$ cat src/rtl/gpio_defaults_bank.sv
// gpio_defaults_bank: run-time writable per-pad GPIO default words, driven in parallel to the
// pads and serially loadable into the gpio_control_block chain.
module gpio_defaults_bank #(
   parameter int unsigned NUM_GPIO    = 38,
   parameter int unsigned CFG_WIDTH   = 13,
   parameter logic [NUM_GPIO*CFG_WIDTH-1:0] GPIO_CONFIG_INIT = {NUM_GPIO{13'h0402}},
   parameter int unsigned HALF_PERIOD = 1,
   parameter bit          AUTO_XFER   = 1'b1,
   localparam int unsigned AW         = (NUM_GPIO > 1) ? $clog2(NUM_GPIO) : 1
) (
   input  logic                          wb_clk_i,
   input  logic                          wb_rstn_i,
   input  logic                          cfg_we,
   input  logic [AW-1:0]                 cfg_addr,
   input  logic [CFG_WIDTH-1:0]          cfg_wdata,
   output logic [CFG_WIDTH-1:0]          cfg_rdata,
   input  logic                          restore,
   input  logic                          xfer_start,
   output logic                          xfer_busy,
   output logic                          xfer_done,
   output logic                          serial_clock,
   output logic                          serial_load,
   output logic                          serial_data,
   output logic [NUM_GPIO*CFG_WIDTH-1:0] gpio_defaults
);

   localparam int unsigned NB = NUM_GPIO * CFG_WIDTH;
   localparam int unsigned BW = (NB > 1) ? $clog2(NB) : 1;
   localparam int unsigned PW = (HALF_PERIOD > 1) ? $clog2(HALF_PERIOD) : 1;
   localparam logic [BW-1:0] LAST_BIT = BW'(NB - 1);
   localparam logic [PW-1:0] LAST_PH  = PW'(HALF_PERIOD - 1);

   localparam logic [2:0] IDLE     = 3'd0;
   localparam logic [2:0] SHIFT_LO = 3'd1;
   localparam logic [2:0] SHIFT_HI = 3'd2;
   localparam logic [2:0] GAP      = 3'd3;
   localparam logic [2:0] LOAD     = 3'd4;

   logic [NB-1:0]  cfg_q, cfg_d, shreg_q, shreg_d;
   logic [2:0]     state_q, state_d;
   logic [BW-1:0]  bit_cnt_q, bit_cnt_d;
   logic [PW-1:0]  phase_q, phase_d;
   logic           busy_q, busy_d, done_q, done_d;
   logic           sclk_q, sclk_d, sload_q, sload_d, sdata_q, sdata_d;
   logic           auto_q, auto_d, armed_q;
   logic           addr_ok, start, phase_end;
   logic [31:0]    word_base;

   assign addr_ok   = (32'(cfg_addr) < NUM_GPIO);
   assign word_base = 32'(cfg_addr) * CFG_WIDTH;
   // armed_q delays the automatic start to the second edge after reset release
   assign start     = xfer_start | (auto_q & armed_q);
   assign phase_end = (phase_q == LAST_PH);

   always_comb begin
      cfg_d = cfg_q;
      if (restore) begin
         cfg_d = GPIO_CONFIG_INIT;
      end else if (cfg_we && addr_ok) begin
         cfg_d[word_base +: CFG_WIDTH] = cfg_wdata;
      end
   end

   assign cfg_rdata = addr_ok ? cfg_q[word_base +: CFG_WIDTH] : '0;

   always_comb begin
      state_d   = state_q;
      shreg_d   = shreg_q;
      bit_cnt_d = bit_cnt_q;
      phase_d   = phase_q;
      sclk_d    = sclk_q;
      sload_d   = sload_q;
      sdata_d   = sdata_q;
      done_d    = 1'b0;
      auto_d    = auto_q & ~armed_q;
      if (state_q != IDLE) begin
         phase_d = phase_end ? '0 : phase_q + 1'b1;
      end
      case (state_q)
         IDLE: begin
            if (start) begin
               // Snapshot the words; the flat MSB is channel NUM_GPIO-1's MSB, sent first
               state_d   = SHIFT_LO;
               sdata_d   = cfg_q[NB-1];
               shreg_d   = cfg_q << 1;
               bit_cnt_d = '0;
               phase_d   = '0;
               sclk_d    = 1'b0;
            end
         end
         SHIFT_LO: begin
            if (phase_end) begin
               state_d = SHIFT_HI;
               sclk_d  = 1'b1;
            end
         end
         SHIFT_HI: begin
            if (phase_end) begin
               sclk_d = 1'b0;
               if (bit_cnt_q == LAST_BIT) begin
                  state_d = GAP;
                  sdata_d = 1'b0;
               end else begin
                  state_d   = SHIFT_LO;
                  bit_cnt_d = bit_cnt_q + 1'b1;
                  sdata_d   = shreg_q[NB-1];
                  shreg_d   = shreg_q << 1;
               end
            end
         end
         GAP: begin
            if (phase_end) begin
               state_d = LOAD;
               sload_d = 1'b1;
            end
         end
         LOAD: begin
            if (phase_end) begin
               state_d = IDLE;
               sload_d = 1'b0;
               done_d  = 1'b1;
            end
         end
         default: begin
            state_d = IDLE;
            sclk_d  = 1'b0;
            sload_d = 1'b0;
            sdata_d = 1'b0;
         end
      endcase
      busy_d = (state_d != IDLE);
   end

   always_ff @(posedge wb_clk_i or negedge wb_rstn_i) begin
      if (!wb_rstn_i) begin
         cfg_q     <= GPIO_CONFIG_INIT;
         shreg_q   <= '0;
         state_q   <= IDLE;
         bit_cnt_q <= '0;
         phase_q   <= '0;
         busy_q    <= 1'b0;
         done_q    <= 1'b0;
         sclk_q    <= 1'b0;
         sload_q   <= 1'b0;
         sdata_q   <= 1'b0;
         auto_q    <= AUTO_XFER;
         armed_q   <= 1'b0;
      end else begin
         cfg_q     <= cfg_d;
         shreg_q   <= shreg_d;
         state_q   <= state_d;
         bit_cnt_q <= bit_cnt_d;
         phase_q   <= phase_d;
         busy_q    <= busy_d;
         done_q    <= done_d;
         sclk_q    <= sclk_d;
         sload_q   <= sload_d;
         sdata_q   <= sdata_d;
         auto_q    <= auto_d;
         armed_q   <= 1'b1;
      end
   end

   assign xfer_busy     = busy_q;
   assign xfer_done     = done_q;
   assign serial_clock  = sclk_q;
   assign serial_load   = sload_q;
   assign serial_data   = sdata_q;
   assign gpio_defaults = cfg_q;

endmodule
$ cat config.mk
export PLATFORM = sky130hd
export DESIGN_NAME = gpio_defaults_bank
export DESIGN_NICKNAME = d
export VERILOG_FILES = /design/src/rtl/gpio_defaults_bank.sv
export SDC_FILE = /design/constraint.sdc
export NUM_CORES = 2
export LEC_CHECK = 0
export ABC_AREA = 1
export BUFFER_PORTS_ARGS = -buffer_cell sky130_fd_sc_hd__buf_4
export CORE_ASPECT_RATIO = 1.25
export CORE_MARGIN = 2
export CORE_UTILIZATION = 35
export CTS_BUF_LIST = sky130_fd_sc_hd__clkbuf_16
export CTS_CLUSTER_SIZE = 28
export DETAILED_ROUTE_END_ITERATION = 8
export GPL_TIMING_DRIVEN = 0
export SYNTH_ARGS = -nofsm -noshare
export SYNTH_HDL_FRONTEND = slang
export SYNTH_SLANG_ARGS = --single-unit
$ cat constraint.sdc
create_clock -name wb_clk_i -period 6.8 [get_ports wb_clk_i]
set_input_delay 1.7 -clock wb_clk_i [delete_from_list [all_inputs] [get_ports wb_clk_i]]
set_output_delay 1.7 -clock wb_clk_i [all_outputs]
set_load 0.02 [all_outputs]
==> summary.md <==
| Metric | Value |
|---|---|
| Clk Latency, worst-skew pair | `0.79 ns` |
| H-tree depth | `3` |
| Xor/xnor share of the synthesized area | `0.000703` |
| Sw Pwr | `3.66 mW` |
| Num CTS Buffers | `110` |
| Die height | `426 um` |
| EDFF count, synth | `0` |
| Vias in the first global route | `49300` |
| Least-Margin Pin Slew | `1.63 ns` |
| First-pass GRT wire length | `393 mm` |
| FMAX | `145 MHz` |
| Crit-path max FO | `10` |
| Leading cell types in the layout, fill and taps excluded | `nand2_1 (2274), dfrtp_1 (930), o21ai_1 (619)` |
| Critical path depth in cells | `12` |
| Total Die Area | `145000 um^2` |
| CTS root buffer | `clkbuf_16` |
| Failing checks | `capacitance limit, slew limit, setup timing` |
| Number of synthesis warnings | `0` |
| Mean Syn Cell Area | `7.67 um^2` |
| Int Pwr | `9.68 mW` |
| Most common cell after layout, fill and taps aside | `nand2_1` |
| Clk network pwr share | `0.465` |
| Routed Antenna Nets | `0` |
| Main synth FF type | `dfrtp_1` |
| Setup TNS | `-0.150 ns` |
| Dpl hpwl | `229 mm` |
| Worst setup path end | `cfg_rdata[1]` |
| Critical-path cell list | `buf_4, buf_2, clkbuf_1, clkbuf_2, nand2_1, nand3_1, nand3_1, nand3_1, nand2_1, nand2_1, nand3_1, buf_4` |
| I/O Pins | `536` |
| Largest net degree at the start of global routing | `164` |
| Largest family of logic cells by synthesized area | `simple AND/OR/NAND/NOR gates` |
| Post-DR wirelength/cell | `31.9 um` |
| Setup-failing EPs final | `3` |
| Antenna violations before repair | `27` |
| Worst Path Arrival | `5.18 ns` |
| Seq pwr share | `0.454` |
| Synthesized instance count | `6499` |
| RSZ-0062 raised after global routing | `false` |
| Crit path kind | `in2out` |
| CTS Hold Bufs | `0` |
| DRC Markers | `0` |
| CP bufs+invs | `5` |
| Final WS setup | `-0.0825 ns` |
| Max Cap Violations | `6` |
| Clock transition at the registers of the reported paths | `0.07 ns` |
| FF+latch count, synth | `1007` |
| Final Wtd Congestion | `1.10` |
| Grt ovf | `0` |
| CP delay by family, top | `buffers and inverters` |
| Outcome | `finished, violations left` |
| Drt total wl | `292 mm` |
| Starting density of the core | `0.353` |
| Post-Synth Adder-Cell Area | `0.00176` |
| Final Hold Fails | `0` |
| Cell area power density | `222 nW/um^2` |
| Layout filler cell count | `14600` |
| CTS tree | `yes` |
| Setup crit start kind | `primary input` |
| HP Class | `reg2reg` |
| Async set-reset flop share out of synthesis | `1.00` |
| Setup Skew | `0.0421 ns` |
| Die width | `341 um` |
| Critical path required time | `5.10 ns` |
| Slew Viols, Final | `37` |
| Area grow syn2layout | `20.7%` |
| Sequential area share after synthesis | `0.508` |
| Drt first-iter violations | `6527` |
| Reg2reg end | `shreg_q[440]$_DFFE_PN0P_` |
| Port Buffer Count | `534` |
| Post-Syn Area | `49800 um^2` |
| Worst r2r src | `state_q[0]$_DFF_PN0_` |
| Fraction of layout cells with a size suffix above 1 | `0.136` |
| Reg2Reg Setup Slack | `2.46 ns` |
| Crit-path slowest cell | `clkbuf_2` |
| Mapped Nets | `6530` |
| Reg2Reg Depth | `11` |
| Worst Setup SP | `cfg_addr[0]` |
| CTS Buffer Depth | `3` |
| Leakage power | `29.2 nW` |
| Final Core Density | `0.426` |
| Final Power | `13.3 mW` |
| VDD IR max | `0.197 mV` |
| Via density | `5.72` |
| Nets | `7183` |
| Row count | `154` |
| Crit-path max cell delay | `0.77 ns` |
| Total global-route track usage | `0.391` |
| Crit path time final | `6.88 ns` |
| Synth Area in Compound Gates | `0.138` |
| Core Area | `141000 um^2` |
| Routed vias | `52300` |
| Post-CTS resize count | `16` |
| CTS Sinks | `1007` |
| Period Utilization, post-route | `1.01` |
| Yosys cell types | `38` |
| Max transition margin | `-0.0948` |
| Critical Path End Type | `output pin` |
| Mux contribution to synthesized area | `0.0257` |
| Logic pwr share | `0.080` |
| Switching Share | `0.274` |
| Synth Area in Simple Gates | `0.247` |
| Most frequent CP cell | `nand3_1` |
| Post-CTS Setup Inserts | `0` |
| First-pass detailed-route iteration total | `8` |
worst min path at each step:
stage,from,to,depth (start not counted)
floorplan,armed_q$_DFF_PN0_,auto_q$_DFF_PN1_,1
global placement,armed_q$_DFF_PN0_,auto_q$_DFF_PN1_,1
detailed placement,armed_q$_DFF_PN0_,auto_q$_DFF_PN1_,1
CTS,armed_q$_DFF_PN0_,auto_q$_DFF_PN1_,1
global route,armed_q$_DFF_PN0_,auto_q$_DFF_PN1_,1
finish,armed_q$_DFF_PN0_,auto_q$_DFF_PN1_,1
cells by family (layout without fill, tap and decap cells):
group,Yosys count,in the layout
compound gates,1330,1330
xor+xnor,4,4
fa+ha+maj,7,7
buf+inv,954,1704
flops,1007,1007
mux,128,128
other cells,1,24
simple gates,3068,3068
power by group through the flow:
stage	sequential, mW	combinational [mW]	clock (mW)
floorplan	6.17	0.367	0
global placement	6.17	0.999	0
detailed placement	6.17	1.01	0
CTS	6.06	1.02	6.23
global route	6.06	1.08	6.47
finish	6.06	1.07	6.21
cell usage after synthesis, drive strengths merged (7+ instances only):
| library cell | instances | area share |
|---|---|---|
| inv | 505 | 0.038 |
| nand3 | 522 | 0.053 |
| nand4 | 22 | 0.0028 |
| nor2 | 216 | 0.017 |
| o22ai | 12 | 0.0015 |
| o21ai | 1185 | 0.12 |
| buf | 192 | 0.021 |
| dfrtp | 930 | 0.47 |
| o211ai | 73 | 0.011 |
| clkbuf | 256 | 0.019 |
| nor3 | 21 | 0.0022 |
| a21oi | 55 | 0.0055 |
| nand2 | 2277 | 0.17 |
| ha | 7 | 0.0018 |
| mux2i | 128 | 0.026 |
| dfstp | 77 | 0.041 |
per-layer routing:
| layer | global-route usage | share of wire |
|---|---|---|
| met2 | 0.596 | 0.44 |
| met4 | 0.312 | 0.094 |
| met1 | 0.472 | 0.37 |
| met3 | 0.0975 | 0.098 |
| met5 | 0 | 0.00087 |
stage by stage:
stage	std cells	setup slack (ns)	cell area [um^2]	hold WS (ns)
floorplan	6499	1.94	49800	0.367
finish	9144	-0.0825	60100	0.392
global placement	8905	-8.50	56200	0.376
CTS	9120	0.0127	60000	0.393
detailed placement	8912	-0.434	56400	0.386
global route	9121	0.00593	60100	0.410
final cells by class:
| cell class | count | area (um^2) | area share |
|---|---|---|---|
| antenna | 23 | 57.6 | 0.000957 |
| buffer | 447 | 2080 | 0.0345 |
| clock buffer | 114 | 2850 | 0.0475 |
| clock inverter | 95 | 761 | 0.0127 |
| inverter | 506 | 1900 | 0.0316 |
| multi-input combinational | 4538 | 20600 | 0.343 |
| sequential | 1007 | 25300 | 0.421 |
| tap | 1872 | 2340 | 0.0390 |
| timing repair buffer | 542 | 4200 | 0.0699 |
state kept, by name, summed over array words and instances (netlist names):
| name | count |
|---|---|
| armed_q | 1 |
| auto_q | 1 |
| bit_cnt_q | 9 |
| gpio_defaults | 494 |
| phase_q | 1 |
| serial_clock | 1 |
| serial_data | 1 |
| serial_load | 1 |
| shreg_q | 493 |
| state_q | 3 |
| xfer_busy | 1 |
| xfer_done | 1 |
worst register-to-register path: cells and delay by family (launching register included):
family / cells / cell delay (ns)
buffers and inverters: 6 / 2.35
AND/OR/NAND/NOR: 4 / 1.27
AO/OA/AOI/OAI: 1 / 0.14
flip-flops: 1 / 0.41
Power figures use the tool's default switching activity.
